==> src/rtl/cc1200spi_regs_fifo.sv <==
// APB register slave for the CC1200 SPI engine.
// Holds the TX FIFO that auto-launches SPI words, the RX FIFO that catches
// the returned words, W1C interrupt status with enable mask, and GPIO/clock
// control registers. One APB wait state on every access.
`timescale 1ns/1ps
module cc1200spi_regs_fifo #(
    parameter int unsigned DATA_W     = 32,
    parameter int unsigned FIFO_DEPTH = 8,
    parameter int unsigned GPIO_W     = 4,
    parameter int unsigned CLKDIV_W   = 16
) (
    input  logic                clk,
    input  logic                rstn,
    input  logic [31:0]         APB_S_0_paddr,
    input  logic                APB_S_0_psel,
    input  logic                APB_S_0_penable,
    input  logic                APB_S_0_pwrite,
    input  logic [31:0]         APB_S_0_pwdata,
    output logic [31:0]         APB_S_0_prdata,
    output logic                APB_S_0_pready,
    output logic                APB_S_0_pslverr,
    output logic                Start,
    input  logic                Busy,
    output logic [DATA_W-1:0]   DataOut,
    input  logic [DATA_W-1:0]   DataIn,
    output logic [3:0]          WR,
    output logic [CLKDIV_W-1:0] ClockDiv,
    output logic [GPIO_W-1:0]   GPIO_OutEn,
    output logic [GPIO_W-1:0]   GPIO_Out,
    input  logic [GPIO_W-1:0]   GPIO_In,
    output logic                Trans,
    output logic                Irq
);

    localparam int unsigned AW = $clog2(FIFO_DEPTH);
    typedef logic [AW:0] ptr_t;

    typedef enum logic [2:0] {
        StIdle,
        StLaunch,
        StWaitBusy,
        StRun,
        StCapture
    } state_e;

    state_e state_q, state_d;
    logic   launch_go;

    logic                pready_q;
    logic                ctrl_en_q, trans_q;
    logic [3:0]          wr_q;
    logic [CLKDIV_W-1:0] clkdiv_q;
    logic [GPIO_W-1:0]   gpio_oe_q, gpio_out_q, gpio_s1_q, gpio_s2_q;
    logic [2:0]          int_stat_q, int_en_q;
    logic                irq_q;
    logic [DATA_W-1:0]   data_out_q;

    logic [DATA_W-1:0] tx_mem [FIFO_DEPTH];
    logic [DATA_W-1:0] rx_mem [FIFO_DEPTH];
    ptr_t tx_wr_q, tx_rd_q, rx_wr_q, rx_rd_q;
    ptr_t tx_level, rx_level;
    logic tx_empty, tx_full, rx_empty, rx_full;

    logic [7:0] addr;
    logic       acc, wr_acc, rd_acc;
    logic       ctrl_wr, tx_flush, rx_flush;
    logic       tx_push_req, tx_push, tx_ovf, tx_pop;
    logic       rx_pop, rx_push;
    logic [2:0] int_set, int_w1c;

    logic [31:0] rdata;
    logic        rerr;
    logic [31:0] clkdiv_ext, gpio_oe_ext, gpio_out_ext, gpio_in_ext, rx_head_ext, status;

    logic unused_paddr;
    assign unused_paddr = ^APB_S_0_paddr[31:8];

    // FIFO occupancy; pointers carry one wrap bit above the index
    assign tx_level = tx_wr_q - tx_rd_q;
    assign rx_level = rx_wr_q - rx_rd_q;
    assign tx_empty = (tx_wr_q == tx_rd_q);
    assign rx_empty = (rx_wr_q == rx_rd_q);
    assign tx_full  = (tx_level == ptr_t'(FIFO_DEPTH));
    assign rx_full  = (rx_level == ptr_t'(FIFO_DEPTH));

    // APB decode: side effects only on the pready cycle
    always_comb begin
        addr        = APB_S_0_paddr[7:0];
        acc         = APB_S_0_psel & APB_S_0_penable & pready_q;
        wr_acc      = acc & APB_S_0_pwrite;
        rd_acc      = acc & ~APB_S_0_pwrite;
        ctrl_wr     = wr_acc && (addr == 8'h00);
        tx_flush    = ctrl_wr & APB_S_0_pwdata[2];
        rx_flush    = ctrl_wr & APB_S_0_pwdata[3];
        tx_push_req = wr_acc && (addr == 8'h08);
        // full check uses the pre-pop level
        tx_push     = tx_push_req & ~tx_full;
        tx_ovf      = tx_push_req & tx_full;
        rx_pop      = rd_acc && (addr == 8'h0C) && !rx_empty;
        tx_pop      = (state_q == StLaunch) && !tx_empty && !tx_flush;
        // flush discards a word captured in the same cycle
        rx_push     = (state_q == StCapture) && !rx_flush && !rx_full;
        int_set[0]  = (state_q == StCapture);
        int_set[1]  = tx_pop && (tx_level == ptr_t'(1)) && !tx_push;
        int_set[2]  = tx_ovf;
        int_w1c     = (wr_acc && (addr == 8'h24)) ? APB_S_0_pwdata[2:0] : 3'b000;
    end

    // Launch FSM next state
    always_comb begin
        state_d   = state_q;
        launch_go = 1'b0;
        case (state_q)
            StIdle: begin
                if (ctrl_en_q && !tx_empty && !rx_full && !Busy && !tx_flush) begin
                    state_d   = StLaunch;
                    launch_go = 1'b1;
                end
            end
            StLaunch:   state_d = StWaitBusy;
            StWaitBusy: if (Busy) state_d = StRun;
            StRun:      if (!Busy) state_d = StCapture;
            StCapture:  state_d = StIdle;
            default:    state_d = StIdle;
        endcase
    end

    // FSM state and the word presented to the engine (loaded so it is valid with Start)
    always_ff @(posedge clk or negedge rstn) begin
        if (!rstn) begin
            state_q    <= StIdle;
            data_out_q <= '0;
        end else begin
            state_q <= state_d;
            if (launch_go) data_out_q <= tx_mem[tx_rd_q[AW-1:0]];
        end
    end

    // FIFO storage (contents need no reset; pointers define validity)
    always_ff @(posedge clk) begin
        if (tx_push) tx_mem[tx_wr_q[AW-1:0]] <= APB_S_0_pwdata[DATA_W-1:0];
        if (rx_push) rx_mem[rx_wr_q[AW-1:0]] <= DataIn;
    end

    // FIFO pointers; a flush overrides a same-cycle pop
    always_ff @(posedge clk or negedge rstn) begin
        if (!rstn) begin
            tx_wr_q <= '0;
            tx_rd_q <= '0;
            rx_wr_q <= '0;
            rx_rd_q <= '0;
        end else begin
            if (tx_push) tx_wr_q <= tx_wr_q + ptr_t'(1);
            if (tx_flush) tx_rd_q <= tx_wr_q;
            else if (tx_pop) tx_rd_q <= tx_rd_q + ptr_t'(1);
            if (rx_push) rx_wr_q <= rx_wr_q + ptr_t'(1);
            if (rx_flush) rx_rd_q <= rx_wr_q;
            else if (rx_pop) rx_rd_q <= rx_rd_q + ptr_t'(1);
        end
    end

    // APB handshake plus control/config registers
    always_ff @(posedge clk or negedge rstn) begin
        if (!rstn) begin
            pready_q   <= 1'b0;
            ctrl_en_q  <= 1'b0;
            trans_q    <= 1'b0;
            wr_q       <= '0;
            clkdiv_q   <= '0;
            gpio_oe_q  <= '0;
            gpio_out_q <= '0;
            int_en_q   <= '0;
        end else begin
            pready_q <= APB_S_0_psel & APB_S_0_penable & ~pready_q;
            if (wr_acc) begin
                case (addr)
                    8'h00: begin
                        ctrl_en_q <= APB_S_0_pwdata[0];
                        trans_q   <= APB_S_0_pwdata[1];
                    end
                    8'h10:   wr_q       <= APB_S_0_pwdata[3:0];
                    8'h14:   clkdiv_q   <= APB_S_0_pwdata[CLKDIV_W-1:0];
                    8'h18:   gpio_oe_q  <= APB_S_0_pwdata[GPIO_W-1:0];
                    8'h1C:   gpio_out_q <= APB_S_0_pwdata[GPIO_W-1:0];
                    8'h28:   int_en_q   <= APB_S_0_pwdata[2:0];
                    default: ;
                endcase
            end
        end
    end

    // Interrupt status (set beats W1C), registered irq, GPIO input synchroniser
    always_ff @(posedge clk or negedge rstn) begin
        if (!rstn) begin
            int_stat_q <= '0;
            irq_q      <= 1'b0;
            gpio_s1_q  <= '0;
            gpio_s2_q  <= '0;
        end else begin
            int_stat_q <= (int_stat_q & ~int_w1c) | int_set;
            irq_q      <= |(int_stat_q & int_en_q);
            gpio_s1_q  <= GPIO_In;
            gpio_s2_q  <= gpio_s1_q;
        end
    end

    // Zero-extended views of narrow fields for the read mux
    always_comb begin
        clkdiv_ext                    = '0;
        clkdiv_ext[CLKDIV_W-1:0]      = clkdiv_q;
        gpio_oe_ext                   = '0;
        gpio_oe_ext[GPIO_W-1:0]       = gpio_oe_q;
        gpio_out_ext                  = '0;
        gpio_out_ext[GPIO_W-1:0]      = gpio_out_q;
        gpio_in_ext                   = '0;
        gpio_in_ext[GPIO_W-1:0]       = gpio_s2_q;
        rx_head_ext                   = '0;
        rx_head_ext[DATA_W-1:0]       = rx_mem[rx_rd_q[AW-1:0]];
        status                        = '0;
        status[0]                     = Busy;
        status[1]                     = tx_empty;
        status[2]                     = tx_full;
        status[3]                     = rx_empty;
        status[4]                     = rx_full;
        status[14:8]                  = 7'(tx_level);
        status[22:16]                 = 7'(rx_level);
    end

    // Read data and error response, driven only on the pready cycle
    always_comb begin
        rdata = '0;
        rerr  = 1'b0;
        if (rd_acc) begin
            case (addr)
                8'h00:   rdata = {30'b0, trans_q, ctrl_en_q};
                8'h04:   rdata = status;
                8'h0C: begin
                    if (rx_empty) rerr = 1'b1;
                    else rdata = rx_head_ext;
                end
                8'h10:   rdata = {28'b0, wr_q};
                8'h14:   rdata = clkdiv_ext;
                8'h18:   rdata = gpio_oe_ext;
                8'h1C:   rdata = gpio_out_ext;
                8'h20:   rdata = gpio_in_ext;
                8'h24:   rdata = {29'b0, int_stat_q};
                8'h28:   rdata = {29'b0, int_en_q};
                default: rdata = '0;
            endcase
        end
        if (tx_ovf) rerr = 1'b1;
    end

    assign APB_S_0_prdata  = rdata;
    assign APB_S_0_pslverr = rerr;
    assign APB_S_0_pready  = pready_q;
    assign Start           = (state_q == StLaunch);
    assign DataOut         = data_out_q;
    assign WR              = wr_q;
    assign ClockDiv        = clkdiv_q;
    assign GPIO_OutEn      = gpio_oe_q;
    assign GPIO_Out        = gpio_out_q;
    assign Trans           = trans_q;
    assign Irq             = irq_q;

endmodule
==> config.mk <==
export PLATFORM = sky130hd
export DESIGN_NAME = cc1200spi_regs_fifo
export DESIGN_NICKNAME = d
export VERILOG_FILES = /design/src/rtl/cc1200spi_regs_fifo.sv
export SDC_FILE = /design/constraint.sdc
export NUM_CORES = 1
export LEC_CHECK = 0
export CORE_AREA = 2 2 315 317
export CTS_CLUSTER_SIZE = 25
export DETAILED_ROUTE_END_ITERATION = 8
export DIE_AREA = 0 0 317 319
export PLACE_DENSITY = 0.52
export SYNTH_ARGS = -nofsm -noshare
export SYNTH_HDL_FRONTEND = slang
export SYNTH_SLANG_ARGS = --single-unit
==> constraint.sdc <==
create_clock -name clk -period 7.32 [get_ports clk]
set_input_delay 1.464 -clock clk [delete_from_list [all_inputs] [get_ports clk]]
set_output_delay 1.464 -clock clk [all_outputs]
set_load 0.005 [all_outputs]
# [Word-level counts from Yosys, hierarchy flattened]
# Memories as Yosys holds them, arrays and structs flattened. A register that Yosys moved wholly into a read port is not among the register bits.
# Index checks and enable logic that the tools add are counted.
[word_totals] latchBits=0 ram_bits=512 input_bits=106 ff_bits=65 wordCells=120 romBits=0 output_inout_bits=97 mem_count=2
[classes] bitwise_logic=16 mux=22 mul=0 div_mod_pow=0 magnitude_cmp=0 eq_ne=22 add_sub_neg=6 shifts=0 reduce_logical=35
[mem_list] memory="rx_mem" depth=8 word_bits=32 rd=1 rd_clocked_by_memory_dff=0 write_ports=1 line="59" text="logic [DATA_W-1:0] rx_mem [FIFO_DEPTH];"
[mem_list] memory="tx_mem" depth=8 word_bits=32 rd=1 rd_clocked_by_memory_dff=1 write_ports=1 line="58" text="logic [DATA_W-1:0] tx_mem [FIFO_DEPTH];"
[ops] op="$pmux W32 S10" count=1
[ops] op="$mux W32" count=2
[ops] op="$eq A8 B5 Y1 const B" count=4
[ops] op="$eq A8 B6 Y1 const B" count=3
[ops] op="$add A4 B1 Y4 const B" count=4
[ops] op="$eq A8 B4 Y1 const B" count=2
[ops] op="$mux W4" count=4
[ops] op="$logic_and A1 B1 Y1" count=15
[ops] op="$mux W3" count=4
[ops] op="$pmux W3 S4" count=1
[ops] op="$reduce_and A2 Y1" count=6
[ops] op="$mux W1" count=10
[ops] op="$and A1 B1 Y1" count=9
[ops] op="$eq A4 B4 Y1" count=2
[ops] op="$eq A4 B4 Y1 const B" count=2
[ops] op="$eq A8 B3 Y1 const B" count=1
[ops] op="$logic_not A1 Y1" count=8
[ops] op="$logic_not A8 Y1" count=1
[ops] op="$sub A4 B4 Y4" count=2
[ops] op="$and A3 B3 Y3" count=2
[ops] op="$eq A3 B2 Y1 const B" count=2
[ops] op="$ne A2 B2 Y1 const B" count=3
[ops] op="$eq A4 B1 Y1 const B" count=1
[ops] op="$reduce_bool A2 Y1" count=2
[ops] op="other kinds (8)" count=10

# [Logic depth before layout (Yosys ltp)]
# Gate-level depths: netlist of the first run.
[depth] ltp_word=10 mapped_depth=10 ltp_nobuf=9

# [Worst setup path before layout of the first run]
# Ideal clock, no wire load.
[synth_path] path_type="input to register" startpoint="input APB_S_0_paddr[3]" endpoint="memory tx_mem[0][0], enable pin" setup_time_ps=502 setup_slack_ps=974 arrival_ps=5844 path_buffers=1 path_stages=5 t_required_ps=6818 cell_sequence="clkbuf_1 -> or4b_1 -> nor3_1 -> o31ai_2 -> nor4_1"
[synth_via] elab_chain_cells=5
[synth_lines] element="start: declaration" line="14" text="input logic [31:0] APB_S_0_paddr,"
[synth_lines] element="$eq A8 B4 Y1" line="95" text="tx_push_req = wr_acc && (addr == 8'h08);"
[synth_lines] element="$logic_and A1 B1 Y1" line="95"
[synth_lines] element="$and A1 B1 Y1" line="97" text="tx_push = tx_push_req & ~tx_full;"
[synth_lines] element="$mux W1" line="141" text="if (tx_push) tx_mem[tx_wr_q[AW-1:0]] <= APB_S_0_pwdata[DATA_W-1:0];"
[synth_lines] element="$mux W1 (not written as such)" line="141"
[synth_lines] element="end: declaration" line="58"
# No other way between the ends.

# [Final worst setup path of the first run]
[layout_path] startpoint="input APB_S_0_paddr[3]" endpoint="output APB_S_0_prdata[21]"
[layout_via] elab_chain_cells=3 word_cells_on_any_way=12 cone_classes="9 x eq/ne; 2 x mux; 1 x reduce/logical"
[layout_lines] element="$eq A8 B6 Y1 (tied with other cells)" line="234" text="case (addr)"
[layout_lines] element="$pmux W32 S10 *" line="234"
[layout_lines] element="$mux W32 *" line="233" text="if (rd_acc) begin"
[layout_lines] element="end: declaration" line="19" text="output logic [31:0] APB_S_0_prdata,"
# Mark *: on every way between the ends. The rest lies on a longest branch, timed or not.

==> results.md, run 1 <==
- Die Area: 101000 µm²
- Starting density of the core: 24.9%
- Clock Sinks: 609
- RSZ-0062 raised after global routing: no
- Core area: 97700 µm²
- Cell accounting for the most synthesized area: edfxtp_1
- Startpoint types: input port
- Layout Cells excl Fill: 2885
- Vias in the first global route: 13477
- CP Max Fanout: 17
- Cell Int Power: 6380 µW
- Largest buffer count on any clock path: 3
- Hold Startpoint: gpio_s1_q[2]
- Post-Syn Area per Cell: 18.3 µm²
- CTS Buf Count: 68
- Die Wd: 317 µm
- Clk_skew: 20.8 ps
- Leak: 0.0101 µW
- TritonCTS clock tree: yes
- Finish-stage setup viols: 0
- IO Port Bufs: 178
- Vias: 12703
- Synth top cells by count: 512 x edfxtp_1, 205 x nand2_1, 129 x mux4_2
- Wire length per cell: 22.4 µm
- Nets: 1657
- Ranking of synthesized cells by area: edfxtp_1 63%, mux4_2 12%, dfrtp_1 10%
- GP Congestion: 0.712
- R2R Path End: rx_mem[2][20]
- Final HPWL DP: 37700 µm
- P_sw: 2070 µW
- Peak Freq: 166 MHz
- Pins Over Slew Limit: 0
- Synth Warn #: 0
- Reg2reg path depth: 9
- Reg power frac: 46.6%
- Post-synthesis async set-or-reset flop share: 15.9%
- Tot GR Track Use: 12.7%
- Crit path kind: in -> out
- TritonRoute pass-1 iters: 7
- Max-Cap Viols: 0
- Detail Route Antenna Nets: 0
- Fin crit share: 82.2%
- Latest clock arrival within the worst-skew pair: 610 ps
- Netlist area before placement: 24300 µm²
- CP Capture Type: primary output
- Post-CTS setup buffers: 0
- Hold EP: gpio_s2_q[2]
- Power density over cell area: 282 nW/µm²
- Initial DRC Count: 962
- Clock share of power: 40.7%
- Post-synth EDFFs: 512
- Worst Hold Class: reg -> reg
- Via density: 4.40
- H-tree Lvls: 3
- Status: finished clean
- Placed Cells: 2756
- Top Ports: 203
- Hold path depth: 0
- Final min period: 6020 ps
- Count leader, synth: edfxtp_1
- Setup TNS: 0 ps
- Gates resized, CTS repair: 0
- Share of cells above drive strength 1: 22.8%
- Fin util: 30.7%
- Worst Path Required: 5860 ps
- Clock-pin slew on the worst setup and hold paths: 60 ps
- Area grow syn2layout: 23.4%
- Floorplan row count: 115
- Total grt overflow: 0
- Syn nets: 1442
- Power share of the combinational group: 12.7%
- Prevailing post-synth register cell: edfxtp_1
- DRC: 0
- Die H: 319 µm
- First-pass GRT wire length: 93000 µm
- Setup slack, reg-to-reg: 3630 ps
- Initial antenna violation count: 11
- Root Buffer Master: clkbuf_16
- Critical R2R Launch: rx_rd_q[0]
- Seq/Total Area, Yosys: 73.3%
- Fin. Hold Viols: 0
- Worst IR Drop VDD: 170 µV
- Crit path DAT: 4550 ps
- Synth Instances: 1324
- Top-area cell type share of the netlist area: 63.3%
- Largest net degree at the start of global routing: 68
- Least-Margin Pin Slew: 1040 ps
- Routed WL: 64700 µm
- Synth Register Bits: 609
- Post-synth cell types: 56
- Worst slew margin: 30.8%
- Hold Buf Count CTS: 0
- Switching share of power: 24.5%
[worst max-delay path, cell delays in order]
cell,delay (ps)
clkdlybuf4s50_1,460
buf_4,230
or4bb_1,590
a211oi_2,280
nand2_1,510
a21oi_1,440
clkdlybuf4s50_1,570
[sequential cells by signal, summed over array words and instances (netlist names), 16 cells and up]
name	count
ClockDiv	16
DataOut	32
rx_mem	256
tx_mem	256
[how the worst max path moves through the flow]
stage | startpoint | to | slack (ps) | depth (start not counted)
2_1_floorplan | APB_S_0_paddr[3] | tx_mem[0][0] | 970 | 5
3_3_place_gp | APB_S_0_paddr[3] | APB_S_0_prdata[28] | 1260 | 7
3_5_place_dp | APB_S_0_paddr[3] | APB_S_0_prdata[28] | 1240 | 7
4_1_cts | APB_S_0_paddr[3] | APB_S_0_prdata[28] | 1230 | 7
5_1_grt | APB_S_0_paddr[0] | APB_S_0_prdata[5] | 1110 | 7
6_report | APB_S_0_paddr[3] | APB_S_0_prdata[21] | 1300 | 7
[power groups by stage]
stage / clock network, µW / logic, µW / registers [µW]
2_1_floorplan: 0 / 822 / 3910
3_3_place_gp: 0 / 1080 / 4010
3_5_place_dp: 0 / 1100 / 4020
4_1_cts: 3550 / 1100 / 3940
5_1_grt: 3670 / 1180 / 3960
6_report: 3440 / 1070 / 3940
[through the flow]
step / instance area [µm²] / total power (µW) / worst slack [ps] / hold WS (ps)
2_1_floorplan: 24300 / 4740 / 974 / 331
3_3_place_gp: 27700 / 5090 / 1260 / 335
3_5_place_dp: 27700 / 5110 / 1240 / 340
4_1_cts: 30000 / 8590 / 1230 / 353
5_1_grt: 30000 / 8810 / 1110 / 355
6_report: 30000 / 8450 / 1300 / 348
[final cells by class]
cell class | count | area [µm²]
clock buffers | 86 | 1840
flip-flops and latches | 609 | 17800
repair buffers | 209 | 2010
well taps | 1287 | 1610
multi-input cells | 637 | 6210
fillers | 9469 | 67700
inverters | 14 | 52.6
diodes | 4 | 10.0
clock inverters | 39 | 422
[per-layer routing]
layer  up-vias  global-route usage, %  share of wire (%)
met1      6669                   16.2                 42
met2       292                   20.8                 48
met4        18                   2.85                1.7
met3       102                   4.48                7.2
li1       5622                      -                  -
met5         -                      0               0.18
[cells by family (layout without fill, tap and decap cells)]
| group | Yosys count | after routing | share of synthesized area (%) |
|---|---|---|---|
| adders and majority gates | 12 | 12 | 0.680 |
| buffers and inverters | 78 | 348 | 1.50 |
| DFF | 609 | 609 | 73.3 |
| other | 0 | 4 | 0 |
| xor gates and xnor gates | 17 | 17 | 0.613 |
| and+or+nand+nor | 326 | 326 | 5.96 |
| AOI/OAI and AO/OA | 78 | 78 | 2.07 |
| muxes | 204 | 204 | 15.9 |
[cells in the final DEF (no fill, tap or decap), types with 4 or more instances in the layout]
cell type        netlist  final
clkbuf_16              0     71
nand3b_1               4      4
diode_2                0      4
xor2_1                 9      9
and3_1                 6      6
o21ai_0               10     10
mux4_2               129    129
nor2_1                45     43
nor3_2                 1      6
buf_4                  1     32
inv_1                 13     13
xnor2_1                8      8
clkinv_1               1      9
dfrtp_1               97     93
a22oi_1               22     22
clkbuf_1              32     14
clkinvlp_4             0      4
nor3b_2                0      4
nand4_1                5      5
nor3_1                16     10
clkdlybuf4s50_1        0    177
a21oi_1               29     29
nand2_1              205    205
mux2_2                40     40
edfxtp_1             512    512
ha_1                  10     10
mux2_4                30     30
clkinv_2               0     11
bufinv_16              0      7
nand3_1               14     14
nor3b_1                8      4
mux2i_1                4      4
Note: power is estimated with default switching activity, not from simulation.
==> inputs of run 2 (changes only) <==
clock period = 5.6 ns   (was 7.32 ns; I/O delays follow)
==> run 2 against run 1 <==
Setup slack got worse by 820 ps. Global-route usage grew 0.085 points. Utilization rose by 0.060 points. First-iteration DRC count increased by 16%. Clock skew is 1.7 ps lower. Clock power up 28%. Routed wire length decreased by 0.35%. Register-to-register slack lost 1700 ps. Critical path type unchanged. Critical path depth unchanged.
==> results.md, run 2 (synthesis results as in run 1) <==
- Status: finished clean
- Total grt overflow: 0 (unchanged)
- Leak: 0.0101 µW (+0.46%)
- Clock Sinks: 609 (unchanged)
- Die Area: 101000 µm² (unchanged)
- Core area: 97700 µm² (unchanged)
- Crit path DAT: 4000 ps (-550 ps)
- TritonCTS clock tree: yes
- Setup slack after layout: 480 ps (-824 ps)
- Power density over cell area: 365 nW/µm² (+29%)
- Finish-stage setup viols: 0 (unchanged)
- Share of cells above drive strength 1: 23.4% (+0.64 points)
- Worst IR Drop VDD: 229 µV (+35%)
- Root Buffer Master: clkbuf_16
- Die H: 319 µm (unchanged)
- Latest clock arrival within the worst-skew pair: 600 ps (about the same)
- Gates resized, CTS repair: 0 (unchanged)
- Post-CTS setup buffers: 0 (unchanged)
- Starting density of the core: 24.9% (unchanged)
- Fin crit share: 91.4%
- CP Max Fanout: 9 (-8)
- Hold Buf Count CTS: 0 (unchanged)
- Vias: 12852 (+1.2%)
- GP Congestion: 0.742 (+4.1%)
- Final hold slack: 347 ps (-0.788 ps)
- Fin util: 30.7% (+0.060 points)
- Final min period: 5120 ps
- DRC: 0 (unchanged)
- TritonRoute pass-1 iters: 5 (-2)
- Fin. Hold Viols: 0 (unchanged)
- Area grow syn2layout: 23.7%
- Largest buffer count on any clock path: 3 (unchanged)
- Detail Route Antenna Nets: 0 (unchanged)
- IO Port Bufs: 178 (unchanged)
- DP Worst Slack: 459 ps (-782 ps)
- Placed Cells: 2766 (+0.36%)
- Max-Cap Viols: 0 (unchanged)
- Largest net degree at the start of global routing: 68 (unchanged)
- Via density: 4.44 (+0.86%)
- Die Wd: 317 µm (unchanged)
- Setup slack, reg-to-reg: 1930 ps (-1700 ps)
- Fill cells: 9487 (+0.19%)
- Most frequent cells in the layout: 512 x edfxtp_1, 205 x nand2_1, 177 x clkdlybuf4s50_1, 129 x mux4_2, 93 x dfrtp_1
- Tot GR Track Use: 12.8% (+0.085 points)
- Crit path kind: in -> out
- Worst slew margin: 29.6% (-1.2 points)
- Worst Path Required: 4480 ps (-1380 ps)
- Nets: 1666 (+0.54%)
- Clock-pin slew on the worst setup and hold paths: 60 ps (about the same)
- CP Capture Type: primary output
- RSZ-0062 raised after global routing: no
- Commonest non-fill, non-tap cell in the layout: edfxtp_1
- Worst Hold Class: reg -> reg
- Pins Over Slew Limit: 0 (unchanged)
- Final HPWL DP: 38400 µm (+1.9%)
- Wire length per cell: 22.3 µm (-0.66%)
- CTS Buf Count: 67 (-1.5%)
- Vias in the first global route: 13636 (+1.2%)
- Startpoint types: input port
- Floorplan row count: 115 (unchanged)
- Layout Cells excl Fill: 2894 (+0.31%)
- Clk_skew: 19.0 ps (-1.73 ps)
- First-pass GRT wire length: 94300 µm (+1.4%)
- Least-Margin Pin Slew: 1060 ps (+17.4 ps)
- Initial antenna violation count: 8 (-3)
- H-tree Lvls: 3 (unchanged)
- Initial DRC Count: 1114 (+16%)
- Routed WL: 64500 µm (-0.35%)
- Top Ports: 203 (unchanged)
- Peak Freq: 195 MHz
-- run 2: per-layer routing --
layer	up-vias	routed length, µm	global-route usage, %
met5	-	86	0
met4	14	1120	2.83
met3	95	4360	3.91
met2	327	30800	20.6
met1	6763	28100	16.9
li1	5653	-	-
-- run 2: cell type report --
type	instances	area, µm²	share of cell area [%]
inverters	14	52.6	0.175
clock inverters	31	270	0.900
flip-flops and latches	609	17800	59.3
well taps	1287	1610	5.36
diodes	5	12.5	0.0417
clock buffers	92	1960	6.52
multi-input cells	637	6220	20.7
repair buffers	219	2100	6.99
-- run 2: critical path, stage by stage --
cell and delay (ps):
clkdlybuf4s50_1 500, buf_4 180, nor4b_1 790, a22o_1 300, a22oi_1 100, a21oi_1 400
clkdlybuf4s50_1 600
-- run 2: through the flow --
step	setup TNS [ps]	cell area (µm²)	total power (µW)
after floorplan	-38570	24300	6190
after global placement	0	27800	6660
after detailed placement	0	27800	6690
after CTS	0	30000	11200
after global routing	0	30000	11400
final	0	30000	11000
-- run 2: path summary, 6_finish.rpt --
kind,start,end,depth (start not counted)
max in group asynchronous,rstn,GPIO_Out[3],2
hold reg to reg,gpio_s1_q[2],gpio_s2_q[2],0
setup / recovery,APB_S_0_paddr[5],APB_S_0_prdata[2],7
hold / removal,gpio_s1_q[2],gpio_s2_q[2],0
min in group asynchronous,rstn,DataOut[16],1
setup reg to reg,tx_rd_q[0],tx_mem[6][25],8
-- run 2: where the power goes --
part           switching, µW  total (µW)  internal (µW)
Combinational            743        1420            674
Sequential               145        5130           4990
Clock                   1770        4410           2640
Total                   2650       11000           8300
==> inputs of run 3 (changes only) <==
CTS_CLUSTER_DIAMETER = 80   (was not set)
==> run 3 against run 2 <==
Final cell count fell by 2.1%. Via count is 2.4% lower. Fmax shrank 0.79%. Hold slack better by 6.9 ps. Flip-flop and latch count stayed put. Clock skew increased by 12 ps. Largest cell class unchanged. Sequential share of layout area up 2.2 points.
==> results.md, run 3 (synthesis results as in run 1) <==
- Worst Hold Class: reg -> reg
- Layout Cells excl Fill: 2832 (-2.1%)
- Family with the most delay on the worst path: buffers and inverters
- Setup slack, reg-to-reg: 1940 ps (about the same)
- Placed Cells: 2766 (unchanged)
- Wire length per cell: 22.6 µm (+1.5%)
- Final min period: 5160 ps (+41.0 ps)
- GP Congestion: 0.742 (unchanged)
- Tot GR Track Use: 12.7% (-0.13 points)
- Die H: 319 µm (unchanged)
- Largest buffer count on any clock path: 3 (unchanged)
- Reg area: 17800 µm² (unchanged)
- Met2 GRT Util: 20.7% (+0.087 points)
- Peak Freq: 194 MHz (-0.79%)
- Largest net degree at the start of global routing: 68 (unchanged)
- Crit path to: APB_S_0_prdata[9]
- IO Port Bufs: 178 (unchanged)
- TritonRoute pass-1 iters: 5 (unchanged)
- Clock-pin slew on the worst setup and hold paths: 90 ps (+30 ps)
- Root Buffer Master: clkbuf_16
- Floorplan row count: 115 (unchanged)
- Detail Route Antenna Nets: 0 (unchanged)
- Crit path kind: in -> out
- RSZ-0062 raised after global routing: no
- Final HPWL DP: 38400 µm (unchanged)
- Switching share of power: 26.4% (+2.2 points)
- Reg power frac: 54.3% (+7.5 points)
- Power density over cell area: 326 nW/µm² (-11%)
- Crit path DAT: 4040 ps (+40 ps)
- Worst slew margin: 30.0% (+0.36 points)
- Worst IR Drop VDD: 226 µV (-1.3%)
- P_sw: 2500 µW (-6.0%)
- Reg2reg path depth: 8 (unchanged)
- Pins Over Slew Limit: 0 (unchanged)
- Clk_skew: 31.0 ps (+11.9 ps)
- Critical R2R Launch: tx_rd_q[0]
- DP Worst Slack: 459 ps (unchanged)
- Cells along the critical path: clkdlybuf4s50_1, or4bb_1, a211oi_2, buf_4, a22oi_1, nor2_1, clkdlybuf4s50_1
- Fin crit share: 92.2% (+0.73 points)
- H-tree Lvls: 2 (-1)
- Worst Path Required: 4480 ps (about the same)
- Final Cell Area: 29000 µm² (-3.6%)
- Startpoint types: input port
- Max-Cap Viols: 0 (unchanged)
- Nets: 1635 (-1.9%)
- Share of cells above drive strength 1: 21.0% (-2.4 points)
- CP Max Fanout: 18 (+9)
- Most frequent cells in the layout: 512 x edfxtp_1, 205 x nand2_1, 177 x clkdlybuf4s50_1, 129 x mux4_2, 93 x dfrtp_1
- Status: finished clean
- Setup TNS: 0 ps (unchanged)
- Top Ports: 203 (unchanged)
- CTS Buf Count: 36 (-46%)
- Clock share of power: 30.7% (-9.5 points)
- Initial DRC Count: 1086 (-2.5%)
- Power share of the combinational group: 15.1% (+2.2 points)
- CP max stage delay: 700 ps (-90 ps)
- Finish-stage setup viols: 0 (unchanged)
- Via density: 4.43 (-0.27%)
- TritonCTS clock tree: yes
- Commonest non-fill, non-tap cell in the layout: edfxtp_1
- Least-Margin Pin Slew: 1050 ps (-5.34 ps)
- Core area: 97700 µm² (unchanged)
- Hold Buf Count CTS: 0 (unchanged)
- Crit path launch: APB_S_0_paddr[1]
- Initial antenna violation count: 10 (+2)
- First-pass GRT wire length: 93400 µm (-0.88%)
- Fin. Hold Viols: 0 (unchanged)
- Levels on crit path: 7 (unchanged)
- Leak: 0.00959 µW (-5.2%)
- Routed WL: 64100 µm (-0.70%)
- Die Area: 101000 µm² (unchanged)
- Starting density of the core: 24.9% (unchanged)
- Most frequent cell on the critical path: clkdlybuf4s50_1
- Total grt overflow: 0 (unchanged)
- Fill cells: 9570 (+0.87%)
- Latest clock arrival within the worst-skew pair: 590 ps (about the same)
- R2R Path End: tx_mem[6][4]
- Die Wd: 317 µm (unchanged)
- Gates resized, CTS repair: 0 (unchanged)
- Setup slack after layout: 439 ps (-41.0 ps)
- Global routing usage on met1: 16.8% (-0.13 points)
- Cell Int Power: 6950 µW (-16%)
- Slowest stage cell, crit path: or4bb_1
- Worst path bufs/invs: 3 (unchanged)
- DP Area: 27800 µm² (unchanged)
- Area grow syn2layout: 19.2%
- Global route hottest layer: met2
- Vias: 12543 (-2.4%)
- Vias in the first global route: 13317 (-2.3%)
- Post-CTS setup buffers: 0 (unchanged)
- Met3 Resource Use GR: 3.44% (-0.47 points)
- DRC: 0 (unchanged)
- Multi-input gate area: 6220 µm² (unchanged)
- CP Capture Type: primary output
- Clock Sinks: 609 (unchanged)
run 3: final cells by class:
cell class | instances | share of cell area (%)
Timing Repair Buffer | 219 | 7.25
Multi-Input combinational cell | 637 | 21.5
Inverter | 14 | 0.181
Clock inverter | 19 | 0.730
Antenna cell | 4 | 0.0346
Sequential cell | 609 | 61.5
Clock buffer | 43 | 3.27
Tap cell | 1287 | 5.56
run 3: power groups by stage:
stage	clock (µW)	sequential, µW	combinational (µW)
after detailed placement	0	5240	1460
after global placement	0	5230	1430
after global routing	3180	5150	1570
after floorplan	0	5120	1080
final	2900	5120	1420
after CTS	3020	5130	1460
run 3: how the worst min path moves through the flow:
| stage | startpoint | endpoint | slack, ps | depth (start not counted) |
|---|---|---|---|---|
| 3_3_place_gp | gpio_s1_q[2] | gpio_s2_q[2] | 340 | 0 |
| 4_1_cts | gpio_s1_q[2] | gpio_s2_q[2] | 360 | 0 |
| 3_5_place_dp | gpio_s1_q[2] | gpio_s2_q[2] | 340 | 0 |
| 5_1_grt | gpio_s1_q[0] | gpio_s2_q[0] | 370 | 0 |
| 6_report | gpio_s1_q[2] | gpio_s2_q[2] | 350 | 0 |
| 2_1_floorplan | gpio_s1_q[0] | gpio_s2_q[0] | 330 | 0 |
run 3: per-layer routing:
metal  up-vias  share of wire (%)
li1       5558                  -
met1      6621                 44
met2       275                 48
met3        73                6.1
met4        16                1.6
met5         -               0.15
run 3: metrics by stage:
| stage | total power (µW) | utilization, % | hold WS [ps] |
|---|---|---|---|
| final | 9440 | 29.6 | 354 |
| after global routing | 9890 | 29.6 | 371 |
| after CTS | 9620 | 29.6 | 357 |
| after detailed placement | 6690 | 28.4 | 336 |
| after global placement | 6660 | 28.4 | 342 |
| after floorplan | 6190 | - | 331 |
